[src/rtl/beat_tone_pkg.sv]
// Shared constants for the buzzer back end: note table, divisor helper and FSM states.
// The sequencer's bench imports this too, so keep it free of design-specific state.
package beat_tone_pkg;

    localparam int BEAT_W = 13;
    localparam int IDX_W  = 4;

    // Equal-tempered C4..C5 (A4 = 440 Hz), in milli-Hz so the table stays integral.
    localparam longint unsigned NOTE_MHZ [BEAT_W] = '{
        64'd261626, 64'd277183, 64'd293665, 64'd311127, 64'd329628,
        64'd349228, 64'd369994, 64'd391995, 64'd415305, 64'd440000,
        64'd466164, 64'd493883, 64'd523251
    };

    // Half-period in clock cycles, rounded to nearest: round(clk_hz / (2 * f)).
    function automatic longint unsigned half_div(input longint unsigned clk_hz,
                                                 input int unsigned     idx);
        longint unsigned f_mhz;
        f_mhz = NOTE_MHZ[idx];
        return (clk_hz * 64'd1000 + f_mhz) / (64'd2 * f_mhz);
    endfunction

    typedef enum logic {
        SILENT = 1'b0,
        PLAY   = 1'b1
    } state_e;

endpackage

[src/rtl/beat_decode.sv]
// One-hot note code classifier: rest (no bits), a single note index, or a
// multi-bit code. Purely combinational so other benches can reuse it as a checker.
module beat_decode
    import beat_tone_pkg::*;
(
    input  logic [BEAT_W-1:0] beat_i,
    output logic [IDX_W-1:0]  idx_o,
    output logic              valid_o,
    output logic              multi_o
);

    logic [IDX_W-1:0] ones;

    // NOTE: every output of a combinational block gets a default before any
    // conditional assignment; a path that skips one would infer a latch.
    always_comb begin
        idx_o = '0;
        ones  = '0;
        for (int i = 0; i < BEAT_W; i++) begin
            if (beat_i[i]) begin
                idx_o = IDX_W'(i);
                ones  = ones + IDX_W'(1);
            end
        end
    end

    assign valid_o = (ones == IDX_W'(1));
    assign multi_o = (ones > IDX_W'(1));

endmodule

[src/rtl/beat_tone_gen.sv]
// Buzzer/LED back end of the alarm sequencer: turns the registered one-hot beat
// code into a 50% square wave at the note's pitch and re-times the LED request.
module beat_tone_gen
    import beat_tone_pkg::*;
#(
    parameter int unsigned CLK_HZ = 50_000_000,
    parameter int unsigned DIV_W  = 17
) (
    input  logic              clock,
    input  logic              reset,
    input  logic              enable,
    input  logic [BEAT_W-1:0] beat,
    input  logic              light,
    output logic              tone,
    output logic              led,
    output logic              active,
    output logic [IDX_W-1:0]  note,
    output logic              note_chg,
    output logic              bad_beat
);

    // Lowest note has the longest half-period; highest note the shortest.
    if (half_div(64'(CLK_HZ), BEAT_W - 1) < 64'd1 ||
        half_div(64'(CLK_HZ), 0) >= (64'd1 << DIV_W)) begin : g_bad_div
        $error("beat_tone_gen: half-period divisor out of range for CLK_HZ/DIV_W");
    end

    logic [DIV_W-1:0] half_tbl [BEAT_W];

    for (genvar g = 0; g < BEAT_W; g++) begin : g_div
        localparam longint unsigned HD = half_div(64'(CLK_HZ), g);
        assign half_tbl[g] = DIV_W'(HD);
    end

    logic [BEAT_W-1:0] beat_q, beat_last_q;
    logic              light_q;
    state_e            state_q, state_d;
    logic [DIV_W-1:0]  cnt_q, cnt_d;
    logic              tone_q, tone_d;
    logic [IDX_W-1:0]  note_q, note_d;
    logic              note_chg_q, note_chg_d;
    logic              bad_q, bad_d;

    logic [IDX_W-1:0]  dec_idx;
    logic              dec_valid, dec_multi;
    logic [DIV_W-1:0]  half;

    beat_decode u_decode (
        .beat_i  (beat_q),
        .idx_o   (dec_idx),
        .valid_o (dec_valid),
        .multi_o (dec_multi)
    );

    assign half = half_tbl[dec_idx];

    always_comb begin
        state_d    = SILENT;
        note_d     = '0;
        cnt_d      = '0;
        tone_d     = 1'b0;
        note_chg_d = (beat_q != beat_last_q);
        bad_d      = bad_q | dec_multi;

        // A fresh note (change or entry to PLAY) keeps the cleared defaults,
        // which also wins over a coincident terminal count.
        if (dec_valid) begin
            state_d = PLAY;
            note_d  = dec_idx;
            if (!note_chg_d && state_q == PLAY) begin
                if (cnt_q == half - DIV_W'(1)) begin
                    tone_d = ~tone_q;
                end else begin
                    cnt_d  = cnt_q + DIV_W'(1);
                    tone_d = tone_q;
                end
            end
        end
    end

    // NOTE: state registers use non-blocking assignments so every flop samples
    // the pre-edge value of every other flop, independent of statement order.
    always_ff @(posedge clock) begin
        if (reset) begin
            beat_q      <= '0;
            beat_last_q <= '0;
            light_q     <= 1'b0;
            state_q     <= SILENT;
            cnt_q       <= '0;
            tone_q      <= 1'b0;
            note_q      <= '0;
            note_chg_q  <= 1'b0;
            bad_q       <= 1'b0;
        end else begin
            beat_q      <= beat;
            beat_last_q <= beat_q;
            light_q     <= light;
            state_q     <= state_d;
            cnt_q       <= cnt_d;
            tone_q      <= tone_d;
            note_q      <= note_d;
            note_chg_q  <= note_chg_d;
            bad_q       <= bad_d;
        end
    end

    // Muting gates only the pin; the counter keeps running so unmute resumes mid-phase.
    assign active   = (state_q == PLAY);
    assign tone     = tone_q & enable & active;
    assign led      = light_q;
    assign note     = note_q;
    assign note_chg = note_chg_q;
    assign bad_beat = bad_q;

endmodule

[config.mk]
export PLATFORM = sky130hd
export DESIGN_NAME = beat_tone_gen
export DESIGN_NICKNAME = d
export VERILOG_FILES = /design/src/rtl/beat_tone_pkg.sv /design/src/rtl/beat_decode.sv /design/src/rtl/beat_tone_gen.sv
export SDC_FILE = /design/constraint.sdc
export NUM_CORES = 1
export LEC_CHECK = 0
export CORE_UTILIZATION = 57
export CTS_BUF_LIST = sky130_fd_sc_hd__clkbuf_8 sky130_fd_sc_hd__clkbuf_16
export CTS_CLUSTER_DIAMETER = 60
export DETAILED_ROUTE_END_ITERATION = 12
export MAX_ROUTING_LAYER = met4
export PLACE_DENSITY = 0.86
export SETUP_SLACK_MARGIN = 0.4
export SLEW_MARGIN = 20
export SYNTH_ARGS = -nofsm -noshare
export SYNTH_HDL_FRONTEND = slang
export SYNTH_SLANG_ARGS = --single-unit
[constraint.sdc]
create_clock -name clock -period 13.4 [get_ports clock]
set_clock_uncertainty 0.2 [all_clocks]
set_input_delay 2.68 -clock clock [delete_from_list [all_inputs] [get_ports clock]]
set_output_delay 2.68 -clock clock [all_outputs]
set_load 0.005 [all_outputs]
### After elaboration in Yosys (flattened, before gate mapping)

Memories as Yosys holds them, arrays and structs flattened.
Index checks and enable logic that the tools add are counted.

| storage, ports and cells | value |
|---|---|
| flip-flop bits (word level) | 52 |
| input port bits | 17 |
| memories | 1 |
| logic and storage cells | 69 |
| output and inout port bits | 9 |
| memory bits (read-only) | 272 |

| operators by class | value |
|---|---|
| bitwise operators | 7 |
| add/sub/neg operators | 14 |
| mux-type cells | 28 |
| reduce and logical (&&, ||, !) cells | 5 |
| magnitude comparators | 2 |
| equal/unequal tests | 3 |

Memory list:

| memory | depth | width | rd ports | clocked after memory_dff | write ports | line | RTL |
|---|---|---|---|---|---|---|---|
| (no name shown) | 16 | 17 | 1 | 0 | 0 | beat_tone_gen.sv:55 | `assign half = half_tbl[dec_idx];` |

Operator list:

| operator | number |
|---|---|
| two-way mux 4 bit | 17 |
| adder 4 x 1 -> 4 bit (second input constant) | 11 |
| two-way mux 17 bit | 2 |
| adder 17 x 1 -> 17 bit (second input constant) | 1 |
| equality test 17 bit | 1 |
| subtractor 17 x 1 -> 17 bit (second input constant) | 1 |
| != test 13 bit | 1 |
| two-way mux 3 bit | 4 |
| greater-or-equal comparator 5 bit (second input constant) | 1 |
| inverter 4 -> 5 bit | 1 |
| equality test 4 x 1 -> 1 bit (second input constant) | 1 |
| greater-than comparator 4 x 1 -> 1 bit (second input constant) | 1 |
| two-way mux 2 bit | 2 |
| OR reduction 4 bit | 1 |
| two-way mux 1 bit | 3 |
| inverter 1 bit | 3 |
| OR reduction 3 bit | 1 |
| adder 1 x 1 -> 2 bit (second input constant) | 1 |
| AND 1 bit | 2 |
| OR reduction 2 bit | 1 |
| logical AND 1 bit | 1 |
| zero test 1 bit | 1 |
| OR 1 bit | 1 |

### Longest topological paths before layout

| depth | value |
|---|---|
| word-level depth | 28 |
| gate-level depth with buffers | 38 |
| depth with buffers taken out | 37 |

### Hierarchy

From an unflattened synthesis, not the netlist that was laid out.

| second synthesis, totals | value |
|---|---|
| cells, all modules | 474 |
| area total of the unflattened synthesis | 3933.8 um2 |

Modules (own cells, without submodules):

| module | area an instance (um2) | times used | cells an instance |
|---|---|---|---|
| beat_tone_gen | 2776.4 | 1 | 318 |
| beat_decode | 1157.4 | 1 | 156 |

### Worst setup path before layout

OpenSTA, ideal clock, no wires.

| path | value |
|---|---|
| kind | register to register |
| from | register beat_q[1] |
| to | register cnt_q[5] |
| stages on the path, launching flop included | 39 |
| library setup time | 0.089 ns |
| period minus slack after synthesis | 7.152 ns |
| arrival time | 6.864 ns |
| slack | 6.248 ns |
| path through | dfxtp_1 inv_1 ha_1 buf_2 xor2_1 ha_1 nand2_1 o21ai_0 xor2_1 o211ai_1 ha_1 nand2_1 o31ai_1 xnor2_1 mux2_2 ha_1 inv_1 a2bb2oi_1 [... 3 more ...] ha_1 xnor2_1 a21oi_1 o311ai_0 o21ai_0 o2bb2ai_1 or3_4 inv_1 ha_1 nand2_1 o21ai_0 ha_1 nor2_1 a21oi_1 a2111oi_1 a32oi_2 buf_6 nor4_2 |

| between the ends | value |
|---|---|
| longest elaborated chain between the ends | 26 |

Ends and longest elaborated chain:

| item | line | RTL |
|---|---|---|
| start: declaration | beat_tone_gen.sv:35 | `logic [BEAT_W-1:0] beat_q, beat_last_q;` |
| start signal: assignment | beat_tone_gen.sv:95 | `beat_q <= beat;` |
| two-way mux 4 bit | beat_decode.sv:20 | `if (beat_i[i]) begin` |
| adder 4 x 1 -> 4 bit | beat_decode.sv:22 | `ones = ones + IDX_W'(1);` |
| two-way mux 4 bit | beat_decode.sv:20 |  |
| adder 4 x 1 -> 4 bit | beat_decode.sv:22 |  |
| two-way mux 4 bit | beat_decode.sv:20 |  |
| adder 4 x 1 -> 4 bit | beat_decode.sv:22 |  |
| two-way mux 4 bit | beat_decode.sv:20 |  |
| adder 4 x 1 -> 4 bit | beat_decode.sv:22 |  |
| [... 10 more ...] | n/a |  |
| two-way mux 4 bit | beat_decode.sv:20 |  |
| adder 4 x 1 -> 4 bit | beat_decode.sv:22 |  |
| two-way mux 4 bit | beat_decode.sv:20 |  |
| adder 4 x 1 -> 4 bit | beat_decode.sv:22 |  |
| two-way mux 4 bit | beat_decode.sv:20 |  |
| equality test 4 x 1 -> 1 bit | beat_decode.sv:27 | `assign valid_o = (ones == IDX_W'(1));` |
| inverter 1 bit (no source line) | n/a |  |
| OR reduction 4 bit (no source line) * | n/a |  |
| end signal: assignment | beat_tone_gen.sv:99 | `cnt_q <= cnt_d;` |
| end: declaration | beat_tone_gen.sv:38 | `logic [DIV_W-1:0] cnt_q, cnt_d;` |

Every way passes the cells marked *; elsewhere a longest branch is shown, timed or not. The select of a mux whose other input is x is not followed.
A chain may end at the register's enable or synchronous reset.

### Final worst setup path

| path | value |
|---|---|
| from | register beat_q[0] |
| to | register cnt_q[4] |

| between the ends | value |
|---|---|
| longest elaborated chain between the ends | 28 |

Ends and longest elaborated chain:

| item | line |
|---|---|
| two-way mux 1 bit | beat_decode.sv:20 |
| adder 1 x 1 -> 2 bit | beat_decode.sv:22 |
| two-way mux 4 bit | beat_decode.sv:20 |
| adder 4 x 1 -> 4 bit | beat_decode.sv:22 |
| two-way mux 4 bit | beat_decode.sv:20 |
| adder 4 x 1 -> 4 bit | beat_decode.sv:22 |
| two-way mux 4 bit | beat_decode.sv:20 |
| adder 4 x 1 -> 4 bit | beat_decode.sv:22 |
| [... 12 more ...] | n/a |
| two-way mux 4 bit | beat_decode.sv:20 |
| adder 4 x 1 -> 4 bit | beat_decode.sv:22 |
| two-way mux 4 bit | beat_decode.sv:20 |
| adder 4 x 1 -> 4 bit | beat_decode.sv:22 |
| two-way mux 4 bit | beat_decode.sv:20 |
| equality test 4 x 1 -> 1 bit | beat_decode.sv:27 |
| inverter 1 bit (no source line) | n/a |
| OR reduction 4 bit (no source line) * | n/a |

Every way passes the cells marked *; elsewhere a longest branch is shown, timed or not.

==> impl_metrics.tcl <==
set metrics [dict create \
    die_h_um 88.9 \
    areaGrowthSynthToFinish_pct 8.74 \
    place_hpwl_um 7440 \
    rsz0062_at_grt "no" \
    relSlewSlack 0.362 \
    p_sw_mw 0.193 \
    hold_violations 0 \
    worstSetupPathType "flip-flop to flip-flop" \
    ios 26 \
    r2r_cells 37 \
    cts_setup_buffers 0 \
    cp_slowest_cell "ha_1" \
    period_minus_slack_ps 8330 \
    fp.dieW_um 88.9 \
    timing.rr.end "cnt_q[4]" \
    synth-compound-area-share 0.149 \
    worst_path_most_repeated_cell "ha_1" \
    combPwrFrac 0.441 \
    hold_path.class "flip-flop to flip-flop" \
    fin_tns_setup_ps 0 \
    syn_area_mm2 0.00431 \
    clock.fmax_mhz 120 \
    root_buffer "clkbuf_8" \
    crit_start "beat_q[0]" \
    synth.yosys.warnings 0 \
    pwr-share-seq 0.325 \
    grt_pass1_wl_um 16500 \
    internal_power_mw 0.342 \
    io_buffers 25 \
    fin_nets 578 \
    drv_cap 0 \
    postRouteAntennaNets 0 \
    drc 0 \
    crit_family "compound AO/OA/AOI/OAI gates" \
    num_antenna_cells 0 \
    clock_sinks 52 \
    cp-end-kind "flip-flop" \
    rrSetupSlack_ps 5070 \
    synth_edf_count 0 \
    dieArea_mm2 0.00791 \
    wl_per_cell_um 15.4 \
    grt_max_degree 32 \
    fill_cells 607 \
    h-tree-depth 2 \
    drive_gt1_frac 0.0705 \
    synth.distinct_cells 70 \
    core_area_mm2 0.00729 \
    leakage_nw 1.73 \
    fin_util 0.642 \
    cp.arrival_ps 8340 \
    cts_tree "done" \
    avgSynthCellArea_um2 8.02 \
    synth_fa_ha_area_frac 0.0639 \
    synth.area.mux_share 0.0148 \
    cts_made_buffers 5 \
    worstSetupEndpoint "cnt_q[4]" \
    synth-xor-area-share 0.196 \
    crit_cells 37 \
    setup_viol 0 \
    syn-num-nets 576 \
    rows 31 \
    grt.total_usage 0.272 \
    required_ps 13410 \
    antenna_found_initial 0 \
    initial_core_util 0.591 \
    seq_area_frac_synth 0.242 \
    p_clk_frac 0.234 \
    synthCells 537 \
    overflow 0 \
    synth_top_family_by_area "simple AND/OR/NAND/NOR gates" \
    status "finished clean" \
    ctsLongestPathBuffers 2 \
    drtIter0Drc 193 \
    insertion_delay_ps 300 \
    grt_pass1_vias 3497 \
    synthSimpleGateAreaFrac 0.284 \
    post-route-period-util 0.622 \
    drtPass1Iterations 5 \
    routabilityCongestion 0.932 \
    timing.rr.start "beat_q[0]" \
    holdBufCountCts 0 \
    p_sw_frac 0.361 \
    synthFlopType "dfxtp_1" \
    drv_slew 0 \
    worstMarginPinSlew_ps 950 \
    via_per_inst 5.94 \
    p_per_area_mw_per_mm2 114 \
    worst_path_largest_cell_delay_ps 510 \
    async_flop_share 0 \
    cts-resized-gates 0 \
    path_clk_slew_ps 90 \
    vias 3790 \
    cp_num_buf_inv 4 \
    finalWirelength_um 9830 \
    synth-seq-cells 52 \
    cp_max_fo 15 \
    ir_drop_mv 0.0878 \
    start_kind "flip-flop" \
]
cells in the mapped netlist, drive strengths merged (18+ instances only):
| master | count | area [um^2] |
|---|---|---|
| dfxtp | 52 | 1040 |
| clkbuf | 20 | 76.3 |
| o21ai | 20 | 100 |
| xnor2 | 50 | 490 |
| nor4 | 22 | 188 |
| nand2 | 50 | 188 |
| nor3 | 20 | 105 |
| nor2b | 29 | 181 |
| ha | 22 | 275 |
| a21oi | 18 | 90.1 |
| nor2 | 45 | 169 |
| inv | 20 | 75.1 |
| xor2 | 31 | 279 |
registers in the layout (all words and copies together) (netlist names):
| name | flops |
|---|---|
| bad_beat | 1 |
| beat_q | 13 |
| led | 1 |
| cnt_q | 17 |
| note_chg | 1 |
| active | 1 |
| tone_q | 1 |
| beat_last_q | 13 |
| note | 4 |
power by group through the flow:
stage | Clock (mW) | Sequential (mW) | Combinational (mW)
finish | 0.125 | 0.174 | 0.237
global route | 0.134 | 0.176 | 0.263
CTS | 0.127 | 0.174 | 0.235
detailed placement | 0 | 0.178 | 0.233
global placement | 0 | 0.177 | 0.222
floorplan | 0 | 0.169 | 0.193
worst min path at each step:
| stage | startpoint | endpoint | slack, ps | cells after the start |
|---|---|---|---|---|
| 2_1_floorplan | bad_beat | bad_beat | 240 | 2 |
| 3_3_place_gp | bad_beat | bad_beat | 240 | 2 |
| 3_5_place_dp | bad_beat | bad_beat | 250 | 2 |
| 4_1_cts | bad_beat | bad_beat | 260 | 2 |
| 5_1_grt | bad_beat | bad_beat | 310 | 2 |
| 6_report | bad_beat | bad_beat | 260 | 2 |
cell families after synthesis:
family / Yosys count
DFF: 52
xor gates and xnor gates: 84
buffers and inverters: 52
adders and majority gates: 22
and+or+nand+nor: 227
AOI/OAI and AO/OA: 94
muxes: 6
cells in the final DEF, fill, tap and decap left out, types with 6 or more instances in the layout:
cell             netlist  final
dfxtp_1               52     52
nand2_1               50     50
xnor2_1               46     46
nor2_1                45     45
xor2_1                30     30
nor2b_1               29     29
clkdlybuf4s50_1        0     24
ha_1                  22     22
o21ai_0               20     20
inv_1                 19     19
nor3_1                19     19
a21oi_1               18     18
nand3_1               13     13
nor4_1                14     13
a31oi_1               12     12
and3_1                10     10
nand2b_1               9      9
nor4_2                 8      9
or3_1                  6      6
metal layers:
metal | track usage | up-vias | share of wire
li1 | - | 1880 | -
met1 | 0.362 | 1794 | 0.46
met2 | 0.436 | 103 | 0.48
met3 | 0.0305 | 13 | 0.046
met4 | 0.0821 | 0 | 0.016
met5 | - | - | 0
layout make-up:
class / instances / area (um^2) / share of cell area
inverters: 20 / 75.1 / 0.0160
multi-input cells: 433 / 3050 / 0.651
clock buffers: 5 / 68.8 / 0.0147
well taps: 99 / 124 / 0.0264
clock inverters: 2 / 60.1 / 0.0128
repair buffers: 27 / 264 / 0.0564
flip-flops and latches: 52 / 1040 / 0.222
worst reg2reg max path: cells and delay by family, from the launching register on:
family,cells,cell delay (ps)
AO/OA/AOI/OAI,14,2430
adder cells (fa/ha/maj),7,2330
AND/OR/NAND/NOR,6,1070
XOR/XNOR,5,1040
buffers and inverters,4,480
flip-flops,1,410
multiplexers,1,280
through the flow:
step	cells	hold WS (ps)	cell area [um^2]	setup slack, ps	power [mW]
final	638	263	4680	5070	0.536
after global routing	638	308	4680	4300	0.573
after CTS	638	263	4690	5080	0.536
after detailed placement	631	248	4560	5120	0.410
after global placement	630	239	4550	5420	0.399
after floorplan	537	242	4310	6250	0.362
No activity file was read; power rests on OpenSTA's default activity.
